**config.mk**
```make
export PLATFORM = sky130hd
export DESIGN_NAME = mem_port_arbiter
export DESIGN_NICKNAME = d
export VERILOG_FILES = /design/src/rtl/mem_bus_pkg.sv /design/src/rtl/mem_port_arbiter_starve_counter.sv /design/src/rtl/mem_port_arbiter.sv
export SDC_FILE = /design/constraint.sdc
export NUM_CORES = 1
export LEC_CHECK = 0
export CORE_MARGIN = 1.5
export CORE_UTILIZATION = 31
export DETAILED_ROUTE_END_ITERATION = 10
export GPL_TIMING_DRIVEN = 0
export MAX_ROUTING_LAYER = met4
export PLACE_DENSITY = 0.78
export SYNTH_ARGS = -nofsm -noshare
export SYNTH_HDL_FRONTEND = slang
export SYNTH_SLANG_ARGS = --single-unit
```
**constraint.sdc**
```tcl
create_clock -name clk -period 1.9 [get_ports clk]
set_clock_uncertainty 0.15 [all_clocks]
set_input_delay 0.285 -clock clk [delete_from_list [all_inputs] [get_ports clk]]
set_output_delay 0.285 -clock clk [all_outputs]
set_load 0.005 [all_outputs]
```
**src/rtl/mem_bus_pkg.sv**
```systemverilog
// Shared types and defaults for the unified-memory port arbiter.
// Holds the FSM/owner encodings and default bus widths.
package mem_bus_pkg;

  localparam int AW_DEF = 32;
  localparam int DW_DEF = 32;
  localparam logic [DW_DEF/8-1:0] BE_ALL_ONES = '1;

  typedef enum logic [1:0] {
    IDLE,
    REQ,
    WAIT_RSP
  } state_t;

  typedef enum logic [1:0] {
    OWN_NONE,
    OWN_IF,
    OWN_D
  } owner_t;

endpackage

```
**src/rtl/mem_port_arbiter_starve_counter.sv**
```systemverilog
// Saturating count of data wins taken while fetch was waiting; clear has priority.
// Updates one cycle after clr/inc; sat is a registered-state decode, no backpressure.
module starve_counter #(
  parameter int MAX = 4,
  localparam int CW = (MAX < 1) ? 1 : $clog2(MAX + 1)
) (
  input  logic clk,
  input  logic rst,
  input  logic clr,
  input  logic inc,
  output logic sat
);

  localparam logic [CW-1:0] MAX_V = CW'(MAX);

  logic [CW-1:0] cnt;

  assign sat = (cnt == MAX_V);

  always_ff @(posedge clk or negedge rst) begin
    if (!rst) begin
      cnt <= '0;
    end else if (clr) begin
      cnt <= '0;
    end else if (inc && !sat) begin
      cnt <= cnt + CW'(1);
    end
  end

endmodule

```
**src/rtl/mem_port_arbiter.sv**
```systemverilog
// Shares one memory bus between fetch and data ports, one transaction outstanding.
// Request to response >= 3 cycles; requesters hold until gnt, one idle bubble between transactions.
module mem_port_arbiter
  import mem_bus_pkg::*;
#(
  parameter int AW = AW_DEF,
  parameter int DW = DW_DEF,
  parameter int STARVE_MAX = 4
) (
  input  logic            clk,
  input  logic            rst,
  input  logic            if_req,
  input  logic [AW-1:0]   if_addr,
  output logic            if_gnt,
  output logic            if_rvalid,
  output logic [DW-1:0]   if_rdata,
  input  logic            d_req,
  input  logic            d_we,
  input  logic [DW/8-1:0] d_be,
  input  logic [AW-1:0]   d_addr,
  input  logic [DW-1:0]   d_wdata,
  output logic            d_gnt,
  output logic            d_rvalid,
  output logic [DW-1:0]   d_rdata,
  output logic            mem_req,
  output logic            mem_we,
  output logic [DW/8-1:0] mem_be,
  output logic [AW-1:0]   mem_addr,
  output logic [DW-1:0]   mem_wdata,
  input  logic            mem_ready,
  input  logic            mem_rvalid,
  input  logic [DW-1:0]   mem_rdata,
  output logic            proto_err
);

  state_t state;
  owner_t owner;
  logic   arb;
  logic   pick_if;
  logic   cnt_inc;
  logic   cnt_clr;
  logic   starve_sat;

  assign arb     = (state == IDLE) && (if_req || d_req);
  assign pick_if = if_req && (!d_req || starve_sat);
  assign cnt_inc = arb && !pick_if && if_req;
  assign cnt_clr = arb && !cnt_inc;

  starve_counter #(.MAX(STARVE_MAX)) u_starve (
    .clk (clk),
    .rst (rst),
    .clr (cnt_clr),
    .inc (cnt_inc),
    .sat (starve_sat)
  );

  always_ff @(posedge clk or negedge rst) begin
    if (!rst) begin
      state     <= IDLE;
      owner     <= OWN_NONE;
      mem_req   <= 1'b0;
      mem_we    <= 1'b0;
      mem_be    <= '0;
      mem_addr  <= '0;
      mem_wdata <= '0;
      proto_err <= 1'b0;
    end else begin
      // Responses with nothing outstanding are never routed, only flagged.
      if (mem_rvalid && (state != WAIT_RSP)) begin
        proto_err <= 1'b1;
      end
      case (state)
        IDLE: begin
          if (arb) begin
            owner     <= pick_if ? OWN_IF : OWN_D;
            mem_req   <= 1'b1;
            mem_we    <= pick_if ? 1'b0 : d_we;
            mem_be    <= pick_if ? {(DW/8){1'b1}} : d_be;
            mem_addr  <= pick_if ? if_addr : d_addr;
            mem_wdata <= pick_if ? '0 : d_wdata;
            state     <= REQ;
          end
        end
        REQ: begin
          if (mem_ready) begin
            mem_req <= 1'b0;
            state   <= WAIT_RSP;
          end
        end
        WAIT_RSP: begin
          if (mem_rvalid) begin
            owner <= OWN_NONE;
            state <= IDLE;
          end
        end
        default: begin
          owner   <= OWN_NONE;
          mem_req <= 1'b0;
          state   <= IDLE;
        end
      endcase
    end
  end

  assign if_gnt    = (state == REQ) && mem_ready && (owner == OWN_IF);
  assign d_gnt     = (state == REQ) && mem_ready && (owner == OWN_D);
  assign if_rvalid = (state == WAIT_RSP) && mem_rvalid && (owner == OWN_IF);
  assign d_rvalid  = (state == WAIT_RSP) && mem_rvalid && (owner == OWN_D);
  assign if_rdata  = if_rvalid ? mem_rdata : '0;
  // mem_we still holds the owner's store flag throughout WAIT_RSP.
  assign d_rdata   = (d_rvalid && !mem_we) ? mem_rdata : '0;

endmodule

```
==> results of run 1 <==
==> worst min path at each step <==
stage	to	cells past startpoint
floorplan	mem_addr[0]	0
finish	state[1]	2
CTS	state[1]	2
global placement	proto_err	1
global route	proto_err	2
detailed placement	mem_addr[9]	1
==> worst reg2reg max path, stage by stage (launching register included) <==
cell     delay (ns)
dfrtp_1        0.39
inv_2          0.09
ha_4           0.16
nand3_2        0.08
and3_4         0.22
buf_12         0.15
buf_8          0.14
a221o_1        0.35
==> logic make-up after synthesis <==
family	after synthesis	synth area share, %
compound gates	112	26.8
simple gates	87	14.7
flops	78	53.3
buf+inv	33	4.24
fa+ha+maj	2	0.683
mux	1	0.308
==> cell usage after synthesis (all sizes together) (3+ instances only) <==
cell | n | area [um^2]
a22o | 34 | 298
and2 | 65 | 407
nand2 | 5 | 18.8
buf | 20 | 106
a21boi | 32 | 240
dfrtp | 78 | 1950
a221o | 32 | 320
o21ai | 3 | 15.0
o22a | 4 | 35.0
inv | 4 | 15.0
clkbuf | 9 | 33.8
nor3b | 3 | 27.5
nor2 | 4 | 15.0
==> power groups by stage <==
stage	sequential (mW)	clock, mW	combinational (mW)
global route	2.92	1.97	4.72
global placement	2.81	0	3.82
finish	2.83	1.85	4.40
floorplan	2.83	0	1.63
detailed placement	2.84	0	3.95
CTS	2.82	1.88	4.19
==> stage by stage <==
stage	total power, mW	setup TNS [ns]	instances
6_report	9.08	-20.49	782
5_1_grt	9.61	-26.21	782
4_1_cts	8.90	-22.43	777
3_5_place_dp	6.79	-76.00	734
3_3_place_gp	6.63	-248.36	733
2_1_floorplan	4.46	0	313
==> sequential cells by signal, summed over array words and instances (netlist names) <==
register / flops
mem_wdata: 32
owner: 2
mem_req: 1
u_starve.cnt: 3
state: 2
mem_we: 1
mem_be: 4
proto_err: 1
mem_addr: 32
==> per-layer routing <==
metal | part of all wire, % | global-route usage, % | up-vias
li1 | - | - | 1796
met1 | 36 | 23.7 | 1882
met2 | 54 | 42.7 | 192
met3 | 7.3 | 6.15 | 25
met4 | 2.6 | 8.44 | 0
met5 | 0 | - | -
==> repair_timing <==
item | 4_1_cts | 5_1_grt
pin swaps | 54 | 8
gates resized for setup | 363 | 96
endpoints found under the hold margin | 38 | 0
endpoints found under the setup margin | 130 | 119
cloned | 6 | 1
setup buffers | 21 | 9
hold buffers | 1 | 0
==> layout make-up <==
class	instances	area [um^2]
Sequential cell	78	1950
Clock inverter	6	85.1
Fill cell	867	3890
Clock buffer	10	239
Tap cell	143	179
Timing Repair Buffer	312	3120
Inverter	4	15.0
Buffer	27	240
Multi-Input combinational cell	202	1740
==> impl_metrics.toml, run 1 <==
[clocking]
numClockSinks = 78
clk_latency_ns = 0.33
htree_levels = 3
cts_tree = "yes"
cts_buffer_depth = 2
cts_made_buffers = 9
cts.clk_slew.worst_paths_ns = 0.06
cts_root_buffer = "clkbuf_16"

[sta]
fmax_mhz = 437
slew_headroom_pct = 64.6
tightest_slew_ns = 0.531
hold_viol = 0
holdWs_ns = 0.200
period_share_pct = 120
rsz0062_at_grt = "true"
slew_violations = 0
fin_ws_ns = -0.387
fin_crit_ns = 2.29
finalSetupViolCount = 66

[detailed_routing]
dr.pass1.iters = 4
routed_wl_mm = 14.6
vias_per_cell = 4.98
vias = 3895
ant_nets = 0
wire_per_inst_um = 18.6
drc = 0
drt_iter0_drc = 172

[setup_path]
r2r-end = "mem_addr[16]"
critPathRequiredTime_ns = 1.46
r2r.worst_path.cells = 7
crit_buf_inv = 5
path_cells = "nand3b_1 -> buf_6 -> nor3_4 -> buf_6 -> buf_8 -> buf_6 -> and2_4 -> buf_6"
max_stage_delay_ns = 0.39
cp.depth = 8
critical_path.endpoint = "d_rdata[3]"
worstPathMaxFanout = 5
cpMostUsedCell = "buf_6"
rrSetupSlack_ns = 0.04
cp.arrival_ns = 1.85
crit_family = "buffers and inverters"
worst_setup_path_end_kind = "output port"
crit_slowest_cell = "dfrtp_2"
crit_start = "state[0]"
startpoint_type = "flop"
critPathKind = "flop to output port"
r2r-start = "u_starve.cnt[0]"

[synthesis]
ys_types = 31
ys_seq_elements = 78
synth-edff-count = 0
synth_warnings = 0
synthArstFlopShare_pct = 100
syn_area_per_cell_um2 = 11.7
synth_cells = 313
synth-main-ff-cell = "dfrtp_1"
synth_fp_nets = 454
syn_area_mm2 = 0.00366
synth-seq-area-share_pct = 53.3

[pwr]
power_frac_seq_pct = 31.1
swShare_pct = 30.5
total_leakage_power_nw = 3.37
p_per_area_mw_per_mm2 = 1200
p_int_mw = 6.31
clockPowerShare_pct = 20.4
ir_drop_mv = 0.702
p_sw_mw = 2.77
p_comb_share_pct = 48.5

[global_routing]
grt_pass1_wl_mm = 22.2
grt_max_degree = 41
grtUsageTotal_pct = 23.3
grt_antenna_before_repair = 0
grt_pass1_vias = 4220
grt_overflow_total = 0

[worst_hold_path]
hold_start = "mem_rvalid"
min_path_type = "primary input to flop"

[floorplan]
dieArea_mm2 = 0.0125
fp.dieW_um = 112
die_h_um = 112
io_pins = 278
core-area_mm2 = 0.0115
start_util_pct = 31.9
rows = 39

[final_layout]
finish.instance_area_mm2 = 0.00758
layout-drive-gt1-share_pct = 33.3
layout_commonest_cell = "clkdlybuf4s50_1"
utilization_pct = 66.1
final_net_count = 775
syn_to_final_growth_pct = 107
layout_common_cells = "clkdlybuf4s50_1 (206), buf_6 (80), dfrtp_1 (76), and2_4 (53), a22o_1 (34)"
num_antenna_cells = 0

[run_status]
violations = "negative setup slack"
status = "complete, but fails checks"

[placement]
hpwl_mm = 10.7
place_area_mm2 = 0.00663
dp_worst_setup_slack_ns = -0.883
io_buffers = 277
routabilityCongestion = 0.862

[flow_run]
cap_violations = 0
(Power assumes the default switching activity.)
==> run 2, diff against run 1 <==
--- a/config.mk
+++ b/config.mk
@@ -6,11 +6,11 @@
 export NUM_CORES = 1
 export LEC_CHECK = 0
 export CORE_MARGIN = 1.5
-export CORE_UTILIZATION = 31
+export CORE_UTILIZATION = 32
+export CTS_BUF_LIST = sky130_fd_sc_hd__clkbuf_2
 export DETAILED_ROUTE_END_ITERATION = 10
-export GPL_TIMING_DRIVEN = 0
 export MAX_ROUTING_LAYER = met4
-export PLACE_DENSITY = 0.78
+export PLACE_DENSITY = 0.8
 export SYNTH_ARGS = -nofsm -noshare
 export SYNTH_HDL_FRONTEND = slang
 export SYNTH_SLANG_ARGS = --single-unit
==> run 2 against run 1 <==
  * Register-to-register slack hardly changed
  * Flip-flop and latch count stayed put
  * First-iteration DRC count is 23% higher
  * The run still ends with negative setup slack left
  * Global-route usage is 2.1 points lower
  * Fmax is 12% lower
  * Combinational power is 7.0% lower
==> impl_metrics.toml, run 2 (synthesis gave the netlist of run 1 again) <==
[run_status]
status = "complete, but fails checks"
violations = "negative setup slack"

[floorplan]
dieArea_mm2 = 0.0121
die_h_um = 110
io_pins = 278
fp.dieW_um = 110
rows = 38
start_util_pct = 33.3
core-area_mm2 = 0.0110

[pwr]
ir_drop_mv = 0.615
p_total_mw = 7.58
total_leakage_power_nw = 3.43
p_per_area_mw_per_mm2 = 1070

[clocking]
cts_buffer_depth = 2
cts.clk_slew.worst_paths_ns = 0.20
cts_made_buffers = 9
clk_latency_ns = 0.52
cts_tree = "yes"
htree_levels = 3
cts_root_buffer = "clkbuf_2"
numClockSinks = 78

[final_layout]
final_net_count = 766
layout_common_cells = "clkdlybuf4s50_1 (137), dfrtp_1 (77), dlygate4sd2_1 (63), and2_1 (51), clkbuf_2 (42)"
num_antenna_cells = 0
utilization_pct = 64.3
num-fill-cells = 898
syn_to_final_growth_pct = 92.9
layout_commonest_cell = "clkdlybuf4s50_1"
layout-drive-gt1-share_pct = 25.1
top_regs = "mem_addr x32, mem_wdata x32, mem_be x4"

[setup_path]
worst_setup_path_end_kind = "output port"
rrSetupSlack_ns = 0.04
startpoint_type = "flop"
critPathRequiredTime_ns = 1.46
r2r-start = "u_starve.cnt[0]"
critPathKind = "flop to output port"
cp.arrival_ns = 2.17
r2r.worst_path.cells = 7
critical_path.endpoint = "if_rdata[25]"
r2r-end = "mem_addr[9]"
crit_start = "state[0]"
worstPathMaxFanout = 16

[placement]
dp_worst_setup_slack_ns = -0.577
io_buffers = 277
routabilityCongestion = 0.773
hpwl_mm = 9.76

[global_routing]
grtUsageTotal_pct = 21.2
grt_max_degree = 49
grt_overflow_total = 0
grt_pass1_vias = 3702
grt_pass1_wl_mm = 18.8
grt_antenna_before_repair = 0

[detailed_routing]
drt_iter0_drc = 211
vias = 3883
dr.pass1.iters = 4
ant_nets = 0
routed_wl_mm = 14.0
drc = 0
vias_per_cell = 5.04
wire_per_inst_um = 18.2

[sta]
hold_viol = 0
slew_violations = 0
period_share_pct = 137
fin_ws_ns = -0.706
rsz0062_at_grt = "true"
fmax_mhz = 384
fin_crit_ns = 2.61
finalSetupViolCount = 67
tightest_slew_ns = 0.416
slew_headroom_pct = 72.3

[flow_run]
cap_violations = 0

[worst_hold_path]
min_path_type = "primary input to asynchronous set/reset pin"
[run 2: changes by cell type in the layout (fill, tap and decap cells not counted), sizes merged]
cell / previous run / this run
buf: 120 / 68
bufinv: 2 / 0
clkbuf: 19 / 47
clkdlybuf4s15: 1 / 16
clkdlybuf4s50: 206 / 137
clkinv: 2 / 3
clkinvlp: 2 / 0
dlygate4sd2: 2 / 63
dlymetal6s2s: 0 / 11
[run 2: worst min-delay path by stage]
stage / from / endpoint / cells after the start
3_5_place_dp: rst / mem_wdata[6] / 1
6_report: rst / mem_wdata[8] / 2
3_3_place_gp: rst / mem_wdata[15] / 1
2_1_floorplan: rst / mem_addr[0] / 0
5_1_grt: rst / mem_wdata[21] / 2
4_1_cts: rst / mem_wdata[6] / 2
[run 2: layout make-up]
type                       count  area [um^2]  share of cell area (%)
timing repair buffer         330         3200                    45.4
sequential                    78         1950                    27.7
multi-input combinational    202         1640                    23.2
tap                          140          175                    2.48
clock buffer                  13         65.1                   0.921
inverter                       4         15.0                   0.213
clock inverter                 3         11.3                   0.159
[run 2: per-stage QoR]
| stage | hold WS (ns) | instances | TNS [ns] | area [um^2] |
|---|---|---|---|---|
| 6_report | 0.0532 | 770 | -33.08 | 7060 |
| 2_1_floorplan | -0.161 | 313 | 0 | 3660 |
| 5_1_grt | 0.0453 | 770 | -43.23 | 7060 |
| 3_3_place_gp | 0.0903 | 721 | -34.19 | 6710 |
| 3_5_place_dp | 0.0982 | 721 | -38.16 | 6710 |
| 4_1_cts | 0.0179 | 751 | -45.33 | 6840 |
[run 2: worst max-delay path, stage by stage, from the launching register on]
cell and delay [ns]:
dfrtp_1 0.42, nand3b_1 0.25, nor3b_4 0.32, buf_4 0.18, clkbuf_16 0.15, and2_1 0.13, clkdlybuf4s15_2 0.20
[run 2: timing repair]
| action | 4_1_cts | 5_1_grt |
|---|---|---|
| gates resized for setup | 153 | 148 |
| buffers inserted | 13 | 14 |
| pin swaps | 2 | 12 |
| hold buffers | 1 | 0 |
| cloned | 0 | 6 |
| setup endpoints to repair | 164 | 123 |
| endpoints found under the hold margin | 78 | 0 |
[run 2: layer usage]
metal	vias up	part of all wire, %	GRT usage [%]
met2	212	54	38.9
met4	0	1.6	7.51
met1	1863	36	22.4
met3	18	8.6	4.51
li1	1790	-	-
met5	-	0	-
[run 2: power by group]
group / total (mW) / internal [mW] / leakage, nW / switching, mW
clock network: 0.722 / 0.183 / 0.0587 / 0.539
logic: 4.09 / 2.42 / 2.40 / 1.67
registers: 2.77 / 2.38 / 0.969 / 0.390
==> run 3, diff against run 2 <==
--- a/config.mk
+++ b/config.mk
@@ -5,12 +5,14 @@
 export SDC_FILE = /design/constraint.sdc
 export NUM_CORES = 1
 export LEC_CHECK = 0
+export CELL_PAD_IN_SITES_DETAIL_PLACEMENT = 0
+export CELL_PAD_IN_SITES_GLOBAL_PLACEMENT = 1
 export CORE_MARGIN = 1.5
-export CORE_UTILIZATION = 32
+export CORE_UTILIZATION = 22
 export CTS_BUF_LIST = sky130_fd_sc_hd__clkbuf_2
 export DETAILED_ROUTE_END_ITERATION = 10
 export MAX_ROUTING_LAYER = met4
-export PLACE_DENSITY = 0.8
+export PLACE_DENSITY_LB_ADDON = 0.1
 export SYNTH_ARGS = -nofsm -noshare
 export SYNTH_HDL_FRONTEND = slang
 export SYNTH_SLANG_ARGS = --single-unit
==> run 3 against run 2 <==
  * The flow still finishes with violations (negative setup slack)
  * Critical path type unchanged
  * Clock power is 8.0% higher
  * Register-to-register slack worse by 0.07 ns
  * Cell area is 7.5% higher
  * Final cell count is 12% higher
  * Sequential share of layout area is 1.9 points lower
  * Combinational power is 6.8% higher
  * Sequential power hardly changed
  * Routed wire length is 9.6% higher
  * Power is 4.2% higher
  * Fmax is 0.11% lower
==> impl_metrics.toml, run 3 (synthesis gave the netlist of run 1 again) <==
[detailed_routing]
routed_wl_mm = 15.3
dr.pass1.iters = 4
wire_per_inst_um = 17.8
vias_per_cell = 4.52
vias = 3895
ant_nets = 0
drc = 0
drt_iter0_drc = 122

[final_layout]
num_antenna_cells = 0
final_net_count = 782
num-fill-cells = 1478
layout-drive-gt1-share_pct = 35.0
multi_input_area_mm2 = 0.00176
utilization_pct = 47.3
layout_commonest_cell = "clkdlybuf4s50_1"
ff_latch_area_mm2 = 0.00195
layout_common_cells = "clkdlybuf4s50_1 (137), dfrtp_1 (77), dlygate4sd2_1 (70), and2_4 (58), buf_6 (58)"
finish.instance_area_mm2 = 0.00759
top_regs = "mem_addr x32, mem_wdata x32, mem_be x4"
syn_to_final_growth_pct = 107
stdcell_count = 862

[floorplan]
rows = 46
core-area_mm2 = 0.0161
die_h_um = 132
start_util_pct = 22.8
io_pins = 278
dieArea_mm2 = 0.0174
fp.dieW_um = 132

[global_routing]
grt_pass1_wl_mm = 21.2
grt_antenna_before_repair = 0
grt_max_degree = 79
grt_pass1_vias = 3832
grt_overflow_total = 0
grtUsageTotal_pct = 15.9

[sta]
slew_headroom_pct = 70.8
tightest_slew_ns = 0.437
slew_violations = 0
period_share_pct = 137
fmax_mhz = 383
fin_crit_ns = 2.61
finalSetupViolCount = 81
holdWs_ns = 0.155
hold_viol = 0
setup_tns_ns = -36.82
rsz0062_at_grt = "true"
fin_ws_ns = -0.709

[placement]
dp_worst_setup_slack_ns = -0.599
io_buffers = 277
routabilityCongestion = 0.862
placed_cells = 802
hpwl_mm = 9.82
place_area_mm2 = 0.00687

[run_status]
violations = "negative setup slack"
status = "complete, but fails checks"

[pwr]
p_total_mw = 7.90
total_leakage_power_nw = 3.54
p_per_area_mw_per_mm2 = 1040
ir_drop_mv = 0.445

[setup_path]
worstPathMaxFanout = 8
cp.arrival_ns = 2.17
critPathKind = "flop to output port"
startpoint_type = "flop"
critPathRequiredTime_ns = 1.46
worst_setup_path_end_kind = "output port"

[clocking]
cts_made_buffers = 9
cts_tree = "yes"
cts_root_buffer = "clkbuf_2"
cts.clk_slew.worst_paths_ns = 0.21
cts_buffer_depth = 2
clk_latency_ns = 0.52
htree_levels = 3
numClockSinks = 78

[worst_hold_path]
min_path_type = "primary input to asynchronous set/reset pin"

[flow_run]
cap_violations = 0
==> run 3: final cells by class <==
class / instances / area share (%)
flip-flops and latches: 78 / 25.7
inverters: 4 / 0.198
clock inverters: 7 / 0.544
multi-input cells: 202 / 23.2
well taps: 216 / 3.56
repair buffers: 346 / 46.1
clock buffers: 9 / 0.594
==> run 3: path summary, 6_finish.rpt <==
kind	from	endpoint	slack (ns)	depth (start not counted)
setup / recovery	state[0]	if_rdata[10]	-0.71	7
setup reg to reg	u_starve.cnt[1]	mem_addr[26]	-0.03	7
max in group asynchronous	rst	mem_wdata[2]	1.09	3
hold reg to reg	mem_wdata[2]	mem_wdata[2]	0.38	1
min in group clk	d_be[1]	mem_be[1]	0.17	2
hold / removal	rst	mem_addr[17]	0.16	3
==> run 3: power by group <==
group	total [mW]	internal, mW	leakage [nW]	switching, mW
Combinational	4.37	2.62	2.50	1.75
Sequential	2.74	2.38	0.969	0.365
Clock	0.780	0.165	0.0628	0.615
==> run 3: routing by layer <==
metal	global-route usage [%]	vias to the layer above	wire (um)
li1	-	1816	-
met1	18.8	1863	6150
met2	26.1	201	7890
met3	4.19	15	1100
met4	5.37	0	190
met5	-	-	0
==> run 3: repair_timing <==
| action | in CTS | in global routing |
|---|---|---|
| hold buffers | 1 | 0 |
| gates cloned | 0 | 13 |
| resized for setup | 160 | 255 |
| pin swaps | 2 | 62 |
| hold endpoints to repair | 78 | 0 |
| setup endpoints to repair | 139 | 134 |
| setup buffers | 13 | 20 |
==> run 3: critical path, cell delays in order (launching register included) <==
cell	delay, ns
dfrtp_1	0.43
nand3b_1	0.24
buf_4	0.19
nor3b_4	0.26
buf_6	0.16
clkbuf_16	0.15
and2_4	0.14
clkbuf_2	0.10
